$ cat src/rtl/sw_onehot_arbiter_pkg.sv
// Shared types and helpers for the switch-to-one-hot arbiter (package sw_arb_pkg).
package sw_arb_pkg;
   localparam int N_LINES = 8;
   localparam int IDX_W   = 3;

   typedef logic [N_LINES-1:0] line_vec_t;
   typedef logic [IDX_W-1:0]   line_idx_t;

   function automatic line_vec_t onehot_from_idx(input line_idx_t idx);
      line_vec_t v;
      v      = '0;
      v[idx] = 1'b1;
      return v;
   endfunction
endpackage

$ cat src/rtl/sw_onehot_arbiter_if.sv
// Valid/ready handshake carrying one granted request as a one-hot vector.
interface sw_onehot_arbiter_if;
   import sw_arb_pkg::*;

   line_vec_t onehot_out;
   logic      out_valid;
   logic      out_ready;

   modport master (output onehot_out, output out_valid, input  out_ready);
   modport slave  (input  onehot_out, input  out_valid, output out_ready);
endinterface

$ cat src/rtl/sw_onehot_arbiter_debounce.sv
// debounce_cell: two-flop synchronizer, debounce counter and stable flop for one switch line.
module debounce_cell #(
   parameter int DEBOUNCE_CYCLES = 4
) (
   input  logic clk,
   input  logic rst_n,
   input  logic sw_raw,
   output logic stable,
   output logic rise
);
   localparam int             CNT_W    = 8;
   localparam logic [CNT_W-1:0] CNT_LAST = CNT_W'(DEBOUNCE_CYCLES - 1);

   logic             sync_p0;
   logic             sync_p1;
   logic [CNT_W-1:0] cnt;
   logic             flip;

   // flip is combinational so the caller can latch a press on the same edge stable changes
   assign flip = (sync_p1 != stable) && (cnt == CNT_LAST);
   assign rise = flip && !stable;

   always_ff @(posedge clk or negedge rst_n) begin
      if (!rst_n) begin
         sync_p0 <= 1'b0;
         sync_p1 <= 1'b0;
         cnt     <= '0;
         stable  <= 1'b0;
      end else begin
         // stage p0 -> p1: metastability guard
         sync_p0 <= sw_raw;
         sync_p1 <= sync_p0;
         // debounce stage
         if (sync_p1 == stable) begin
            cnt <= '0;
         end else if (flip) begin
            cnt    <= '0;
            stable <= ~stable;
         end else begin
            cnt <= cnt + 1'b1;
         end
      end
   end
endmodule

$ cat src/rtl/sw_onehot_arbiter.sv
// Debounced switch bank feeding a one-request-at-a-time one-hot valid/ready output.
// Define SW_ARB_ROUND_ROBIN_EN for round-robin arbitration; default is fixed priority (highest index).
module sw_onehot_arbiter
   import sw_arb_pkg::*;
#(
   parameter int DEBOUNCE_CYCLES = 4
) (
   input  logic                       clk,
   input  logic                       rst_n,
   input  line_vec_t                  sw_in,
   sw_onehot_arbiter_if.master        out_if,
   output line_vec_t                  pending,
   output logic                       overrun
);
   line_vec_t stable_vec;
   line_vec_t rise_vec;
   line_vec_t clr_vec;
   line_idx_t gnt_idx;
   logic      gnt_found;
   logic      load;
   logic      grant;

   for (genvar i = 0; i < N_LINES; i++) begin : g_line
      debounce_cell #(.DEBOUNCE_CYCLES(DEBOUNCE_CYCLES)) u_db (
         .clk    (clk),
         .rst_n  (rst_n),
         .sw_raw (sw_in[i]),
         .stable (stable_vec[i]),
         .rise   (rise_vec[i])
      );
   end

`ifdef SW_ARB_ROUND_ROBIN_EN
   line_idx_t ptr;

   // Descending search starting just below the last grant, wrapping 0 -> 7
   always_comb begin
      line_idx_t cand;
      gnt_found = 1'b0;
      gnt_idx   = '0;
      cand      = '0;
      for (int k = 1; k <= N_LINES; k++) begin
         cand = ptr - line_idx_t'(k);
         if (!gnt_found && pending[cand]) begin
            gnt_found = 1'b1;
            gnt_idx   = cand;
         end
      end
   end
`else
   always_comb begin
      gnt_found = 1'b0;
      gnt_idx   = '0;
      for (int k = N_LINES - 1; k >= 0; k--) begin
         if (!gnt_found && pending[k]) begin
            gnt_found = 1'b1;
            gnt_idx   = line_idx_t'(k);
         end
      end
   end
`endif

   assign load    = !out_if.out_valid || out_if.out_ready;
   assign grant   = load && gnt_found;
   assign clr_vec = grant ? onehot_from_idx(gnt_idx) : '0;

   always_ff @(posedge clk or negedge rst_n) begin
      if (!rst_n) begin
         pending           <= '0;
         overrun           <= 1'b0;
         out_if.onehot_out <= '0;
         out_if.out_valid  <= 1'b0;
      end else begin
         // a press landing on a bit being granted this edge re-arms it rather than overrunning
         pending <= (pending & ~clr_vec) | rise_vec;
         overrun <= |(rise_vec & pending & ~clr_vec);
         // output stage
         if (load) begin
            out_if.out_valid  <= gnt_found;
            out_if.onehot_out <= gnt_found ? onehot_from_idx(gnt_idx) : '0;
         end
      end
   end

`ifdef SW_ARB_ROUND_ROBIN_EN
   always_ff @(posedge clk or negedge rst_n) begin
      if (!rst_n) begin
         ptr <= '0;
      end else if (grant) begin
         ptr <= gnt_idx;
      end
   end
`endif

   // The stable level is kept per line for observability; only the press pulse drives pending
   logic unused_stable;
   assign unused_stable = ^stable_vec;
endmodule

$ cat src/flat_wrapper.sv
// flat-port wrapper written by rule: the top's interface ports become plain ports
module sw_onehot_arbiter_flat import sw_arb_pkg::*;
#(
   parameter int DEBOUNCE_CYCLES = 4
)
  (clk, rst_n, sw_in, pending, overrun, out_if_onehot_out, out_if_out_valid, out_if_out_ready);
  sw_onehot_arbiter_if out_if_i ();
  input  logic clk;
  input  logic rst_n;
  input  line_vec_t sw_in;
  output line_vec_t pending;
  output logic overrun;
  output wire logic [$bits(out_if_i.onehot_out)-1:0] out_if_onehot_out;
  output wire logic [$bits(out_if_i.out_valid)-1:0] out_if_out_valid;
  input wire logic [$bits(out_if_i.out_ready)-1:0] out_if_out_ready;
  assign out_if_onehot_out = out_if_i.onehot_out;
  assign out_if_out_valid = out_if_i.out_valid;
  assign out_if_i.out_ready = out_if_out_ready;
  sw_onehot_arbiter #(.DEBOUNCE_CYCLES(DEBOUNCE_CYCLES)) u_core (.clk(clk), .rst_n(rst_n), .sw_in(sw_in), .out_if(out_if_i), .pending(pending), .overrun(overrun));
endmodule
$ cat config.mk
export PLATFORM = sky130hd
export DESIGN_NAME = sw_onehot_arbiter_flat
export DESIGN_NICKNAME = d
export VERILOG_FILES = /design/src/rtl/sw_onehot_arbiter_pkg.sv /design/src/rtl/sw_onehot_arbiter_if.sv /design/src/rtl/sw_onehot_arbiter_debounce.sv /design/src/rtl/sw_onehot_arbiter.sv /design/src/flat_wrapper.sv
export SDC_FILE = /design/constraint.sdc
export NUM_CORES = 1
export LEC_CHECK = 0
export CORE_AREA = 5 5 101 103
export DETAILED_ROUTE_END_ITERATION = 8
export DIE_AREA = 0 0 106 108
export PLACE_DENSITY = 0.68
export RECOVER_POWER = 25
export SYNTH_ARGS = -nofsm -noshare
export SYNTH_HDL_FRONTEND = slang
export SYNTH_SLANG_ARGS = --single-unit
export TNS_END_PERCENT = 100
$ cat constraint.sdc
create_clock -name clk -period 2.4 [get_ports clk]
set_clock_uncertainty 0.15 [all_clocks]
set_input_delay 0.24 -clock clk [delete_from_list [all_inputs] [get_ports clk]]
set_output_delay 0.24 -clock clk [all_outputs]
set_load 0.01 [all_outputs]
After elaboration in Yosys (flattened, before gate mapping)
Cells that the tools add are included.
- flip-flop bits (word level): 106
- latch bits: 0
- bits in writable memories: 0
- bits in read-only memories: 0
- input bits: 11
- output and inout port bits: 18
- word-level logic and storage cells: 178
- memories: 0
- add/sub/neg operators: 8
- multipliers: 0
- div/mod/pow operators: 0
- $lt $le $gt $ge: 2
- eq/ne operators: 24
- shift operators: 0
- muxes and demuxes: 36
- bitwise gates (word level): 21
- reduce and logical (&&, ||, !) cells: 51
- operator list (operator ; count):
    $mux W8 ; 18
    $add A8 B1 Y8 const B ; 8
    $eq A8 B2 Y1 const B ; 8
    $logic_and A1 B1 Y1 ; 25
    $and A8 B8 Y8 ; 3
    $mux W3 ; 8
    $logic_not A1 Y1 ; 16
    $not A1 Y1 ; 16
    $reduce_and A2 Y1 ; 8
    $mux W1 ; 9
    $eq A1 B1 Y1 ; 8
    $ne A1 B1 Y1 ; 8
    $not A8 Y8 ; 1
    $or A8 B8 Y8 ; 1
    $reduce_or A8 Y1 ; 1
    $lt A3 B4 Y1 const B ; 1
    $demux W1 S3 ; 1
    $ge A3 B1 Y1 const B ; 1
    $logic_or A1 B1 Y1 ; 1

Logic depth before layout (Yosys ltp)
- word-level depth: 30
- gate-level depth with buffers: 6
- depth with buffers taken out: 6

Cells and area by module
Synthesis repeated with hierarchy kept, for this count alone.
- cell total of the unflattened synthesis: 427
- area total of the unflattened synthesis: 4745.8 µm²
- modules (own cells, without submodules) (module ; instances ; cells each ; area an instance (µm²) ; seq. area each (µm²)):
    debounce_cell ; 8 ; 44 ; 493.0 ; 275.3
    sw_onehot_arbiter ; 1 ; 75 ; 802.0 ; 450.4

Least setup slack after synthesis
No wires, ideal clock.
- path type: reg-to-reg
- from: register u_core.pending[5]
- to: register u_core.overrun
- setup time: 0.136 ns
- arrival: 1.674 ns
- data required time: 2.114 ns
- slack: 0.440 ns
- cell stages (with the launch flop): 6
- buffers on the path: 0
- period minus slack after synthesis: 1.960 ns
- path through: dfrtp_1 > or4_1 > or4_4 > nor2_4 > or3_1 > nand3_1
- cells in the longest elaborated chain, start to end: 25
- elaborated cells on any way between the ends: 34
- those cells by class: order compare: 2; mux: 15; bitwise: 3; reduce/logical: 14
- RTL lines (element ; line ; text):
    start: declaration ; sw_onehot_arbiter.sv:12 ; output line_vec_t pending,
    start signal: assignment ; sw_onehot_arbiter.sv:75 ; pending <= (pending & ~clr_vec) | rise_vec;
    $logic_and A1 B1 Y1 ; sw_onehot_arbiter.sv:55 ; if (!gnt_found && pending[k]) begin
    $mux W1 ; sw_onehot_arbiter.sv:55 ;
    $logic_not A1 Y1 ; sw_onehot_arbiter.sv:55 ;
    $logic_and A1 B1 Y1 ; sw_onehot_arbiter.sv:55 ;
    $mux W1 ; sw_onehot_arbiter.sv:55 ;
    $logic_not A1 Y1 ; sw_onehot_arbiter.sv:55 ;
    $logic_and A1 B1 Y1 ; sw_onehot_arbiter.sv:55 ;
    $mux W1 ; sw_onehot_arbiter.sv:55 ;
    [... 9 more ...] ; n/a ;
    $lt A3 B4 Y1 (not written as such) or $ge A3 B1 Y1 (tied branches) ; sw_onehot_arbiter_pkg.sv:12 ; v[idx] = 1'b1;
    $logic_and A1 B1 Y1 (not written as such) ; sw_onehot_arbiter_pkg.sv:12 ;
    $mux W1 (not written as such) ; sw_onehot_arbiter_pkg.sv:12 ;
    $demux W1 S3 ; n/a ;
    $mux W8 ; sw_onehot_arbiter.sv:65 ; assign clr_vec = grant ? onehot_from_idx(gnt_idx) : '0;
    $not A8 Y8 ; sw_onehot_arbiter.sv:76 ; overrun <= |(rise_vec & pending & ~clr_vec);
    $and A8 B8 Y8 * ; sw_onehot_arbiter.sv:76 ;
    $reduce_or A8 Y1 * ; sw_onehot_arbiter.sv:76 ;
    end signal: assignment ; sw_onehot_arbiter.sv:76 ;
    end: declaration ; sw_onehot_arbiter.sv:13 ; output logic overrun
Mark *: on every way between the ends. The rest lies on a longest branch, timed or not.
A chain may end at the register's enable or synchronous reset.

Final worst setup path
- from: register u_core.pending[3]
- to: register u_core.overrun
- cells in the longest elaborated chain, start to end: 19
- elaborated cells on any way between the ends: 26
- those cells by class: order compare: 2; mux: 11; bitwise: 3; reduce/logical: 10
- RTL lines (element ; line):
    $logic_and A1 B1 Y1 ; sw_onehot_arbiter.sv:55
    $mux W1 ; sw_onehot_arbiter.sv:55
    $logic_not A1 Y1 ; sw_onehot_arbiter.sv:55
    $logic_and A1 B1 Y1 ; sw_onehot_arbiter.sv:55
    $mux W1 ; sw_onehot_arbiter.sv:55
    $logic_not A1 Y1 ; sw_onehot_arbiter.sv:55
    $logic_and A1 B1 Y1 ; sw_onehot_arbiter.sv:55
    $mux W1 ; sw_onehot_arbiter.sv:55
    [... 3 more ...] ; n/a
    $lt A3 B4 Y1 (not written as such) or $ge A3 B1 Y1 (tied branches) ; sw_onehot_arbiter_pkg.sv:12
    $logic_and A1 B1 Y1 (not written as such) ; sw_onehot_arbiter_pkg.sv:12
    $mux W1 (not written as such) ; sw_onehot_arbiter_pkg.sv:12
    $demux W1 S3 ; n/a
    $mux W8 ; sw_onehot_arbiter.sv:65
    $not A8 Y8 ; sw_onehot_arbiter.sv:76
    $and A8 B8 Y8 * ; sw_onehot_arbiter.sv:76
    $reduce_or A8 Y1 * ; sw_onehot_arbiter.sv:76
Marks and branches as above.

==> results.sh <==
export IMPL_avgSynthCellArea_sq_um=11.3
export IMPL_diodes=0
export IMPL_min_period_over_period_pct=85.3
export IMPL_nets=453
export IMPL_max_freq_mhz=489
export IMPL_cts_made_buffers=9
export IMPL_switching_share_pct=33.4
export IMPL_die_y_um=108
export IMPL_crit_required_ps=2490
export IMPL_crit_fanout=7
export IMPL_maxSlewViolCount=0
export IMPL_drtAntennaViolNets=0
export IMPL_synth_most_common_cell="dfrtp_1"
export IMPL_wl_um=7600
export IMPL_tns_ps=0
export IMPL_layout_drive_gt1_share_pct=7.52
export IMPL_critPathKind="register to register"
export IMPL_fin_area_sq_mm=0.00507
export IMPL_syn2layout_area_growth_pct=14.3
export IMPL_p_int_mw=2.92
export IMPL_dieArea_sq_mm=0.0114
export IMPL_ys_ff_latch=106
export IMPL_rsz0062_at_grt="no"
export IMPL_vdd_drop_max_uv=464
export IMPL_grt_pass1_vias=2849
export IMPL_crit_path_max_incr_delay_ps=520
export IMPL_dp_slack_ps=372
export IMPL_yosysUniqueCellTypes=34
export IMPL_fp_coreArea_sq_mm=0.00911
export IMPL_postCtsResizedCells=0
export IMPL_pin_count=29
export IMPL_fin_util_pct=55.6
export IMPL_netlist_area_leader_share_pct=59.9
export IMPL_yosys_most_used_dff="dfrtp_1"
export IMPL_grt_max_degree=42
export IMPL_crit_buf_inv=0
export IMPL_first_iter_violations=94
export IMPL_synthCells=392
export IMPL_leakagePower_nw=2.37
export IMPL_dpl_hpwl_um=5470
export IMPL_dr_pass1_iters=4
export IMPL_hold_violations=0
export IMPL_clk_latency_ps=370
export IMPL_grt_overflow=0
export IMPL_setup_slack_ps=354
export IMPL_avgRoutedWirePerCell_um=13.8
export IMPL_rows=35
export IMPL_hold_path_class="register to register"
export IMPL_initial_utilization_pct=48.7
export IMPL_syn_num_nets=411
export IMPL_ctsRootBufferMaster="clkbuf_8"
export IMPL_cts_tree="built"
export IMPL_max_slew_margin_rel_pct=38.4
export IMPL_worstMarginPinSlew_ps=924
export IMPL_fin_crit_ps=2050
export IMPL_post_synth_top_area_cell="dfrtp_1"
export IMPL_h_tree_depth=3
export IMPL_seqPwrFrac_pct=53.4
export IMPL_syn_area_sq_mm=0.00443
export IMPL_die_width_um=106
export IMPL_powerDensity_mw_per_mm2=864
export IMPL_setup_viol=0
export IMPL_dpl_cell_area_sq_mm=0.00489
export IMPL_cts_clk_slew_worst_paths_ps=100
export IMPL_grt_util_all_layers_pct=15.1
export IMPL_status="completed"
export IMPL_net_switching_power_mw=1.46
export IMPL_crit_path_cell_trace="or4_1, or4_4, nor2_4, or3_1, nand3_1"
export IMPL_drc=0
export IMPL_synth_area_leaders="dfrtp_1 60%, xor2_1 8.7%, nor2_1 5.0%"
export IMPL_crit_path_end_kind="register"
export IMPL_async_flop_share_pct=100
export IMPL_cp_start_kind="register"
export IMPL_arrival_ps=2140
export IMPL_io_buffers=28
export IMPL_cp_slowest_cell="or4_1"
export IMPL_routed_via_count=2891
export IMPL_yosys_warnings=0
export IMPL_grt_pass1_wl_um=13700
export IMPL_cp_top_family="simple AND/OR/NAND/NOR gates"
export IMPL_clkPwrFrac_pct=23.6
export IMPL_grt_antenna_before_repair=0
export IMPL_max_cap_violations=0
export IMPL_gp_congestion=0.842
export IMPL_clockBufferDepth=2
export IMPL_cts_sinks=106
export IMPL_synth_edff_count=0
export IMPL_vias_per_cell=5.26
export IMPL_netlist_top_cells_count="106 x dfrtp_1, 59 x nor2_1, 44 x xor2_1, 38 x nand3_1, 26 x and3_1"
export IMPL_ys_seq_area_share_pct=59.9
export IMPL_pwr_share_comb_pct=23.0
[per-stage QoR]
step           hold slack [ps]  cells  total power, mW
3_3_place_gp              94.9    533             3.37
6_report                   207    550             4.38
2_1_floorplan             -206    392             3.01
5_1_grt                    218    550             4.69
3_5_place_dp              92.4    533             3.40
4_1_cts                    129    550             4.45
[power groups by stage]
stage	combinational (mW)	clock [mW]	sequential, mW
2_1_floorplan	0.679	0	2.33
3_3_place_gp	1.01	0	2.36
3_5_place_dp	1.03	0	2.37
4_1_cts	1.03	1.08	2.34
5_1_grt	1.16	1.15	2.38
6_report	1.01	1.03	2.34
[cell families (layout without fill, tap and decap cells)]
logic type	after synthesis	after routing	share of synthesized area [%]
adders and majority gates	8	8	2.26
AOI/OAI and AO/OA	25	25	3.64
xor gates and xnor gates	56	56	11.1
buffers and inverters	6	53	0.536
muxes	9	9	2.29
DFF	106	106	59.9
and+or+nand+nor	182	182	20.4
[cells in the final DEF (no fill, tap or decap), drive strengths merged, types with 6 or more instances in the layout]
cell and n:
and3 26, ha 8, mux2 9, clkdlybuf4s50 19, nand2 22, nor3b 6, clkbuf 11, xnor2 12
dfrtp 106, nor3 8, dlygate4sd3 9, xor2 44, nand2b 6, o21ai 12, inv 7, nor2 60
nor4 8, nand3 38
[layer usage]
metal	wire, um	global-route usage, %	share of wire [%]	up-vias
met5	0	0	0	-
li1	-	-	-	1432
met3	267	3.88	3.5	9
met1	3730	21.1	49	1407
met4	106	5.00	1.4	0
met2	3500	23.1	46	43
[final timing paths]
check	startpoint	end	slack [ps]	cells after the start
max in group asynchronous	rst_n	u_core.g_line[5].u_db.sync_p0	560	3
worst max register to register	u_core.pending[3]	u_core.overrun	350	5
worst min register to register	u_core.g_line[5].u_db.sync_p0	u_core.g_line[5].u_db.sync_p1	210	0
worst min-delay path	u_core.g_line[5].u_db.sync_p0	u_core.g_line[5].u_db.sync_p1	210	0
min in group asynchronous	rst_n	u_core.g_line[7].u_db.cnt[3]	380	2
worst max-delay path	u_core.pending[3]	u_core.overrun	350	5
[registers in the layout, summed over array words and instances, names as in the netlist]
register,flops
u_core.out_if.onehot_out,8
u_core.g_line.u_db.sync_p1,8
u_core.overrun,1
u_core.g_line.u_db.sync_p0,8
u_core.g_line.u_db.cnt,64
u_core.g_line.u_db.stable,8
u_core.pending,8
u_core.out_if.out_valid,1
[layout make-up]
class	instances	area, sq um
Clock buffer	9	124
Timing Repair Buffer	34	323
Tap cell	111	139
Multi-Input combinational cell	280	1760
Sequential cell	106	2650
Clock inverter	7	61.3
Fill cell	791	4040
Inverter	3	11.3
[what timing repair did]
item / in CTS / in global routing
buffers inserted: 0 / 0
hold buffers: 1 / 0
endpoints found under the hold margin: 36 / 0
No activity file was read; power rests on OpenSTA's default activity.
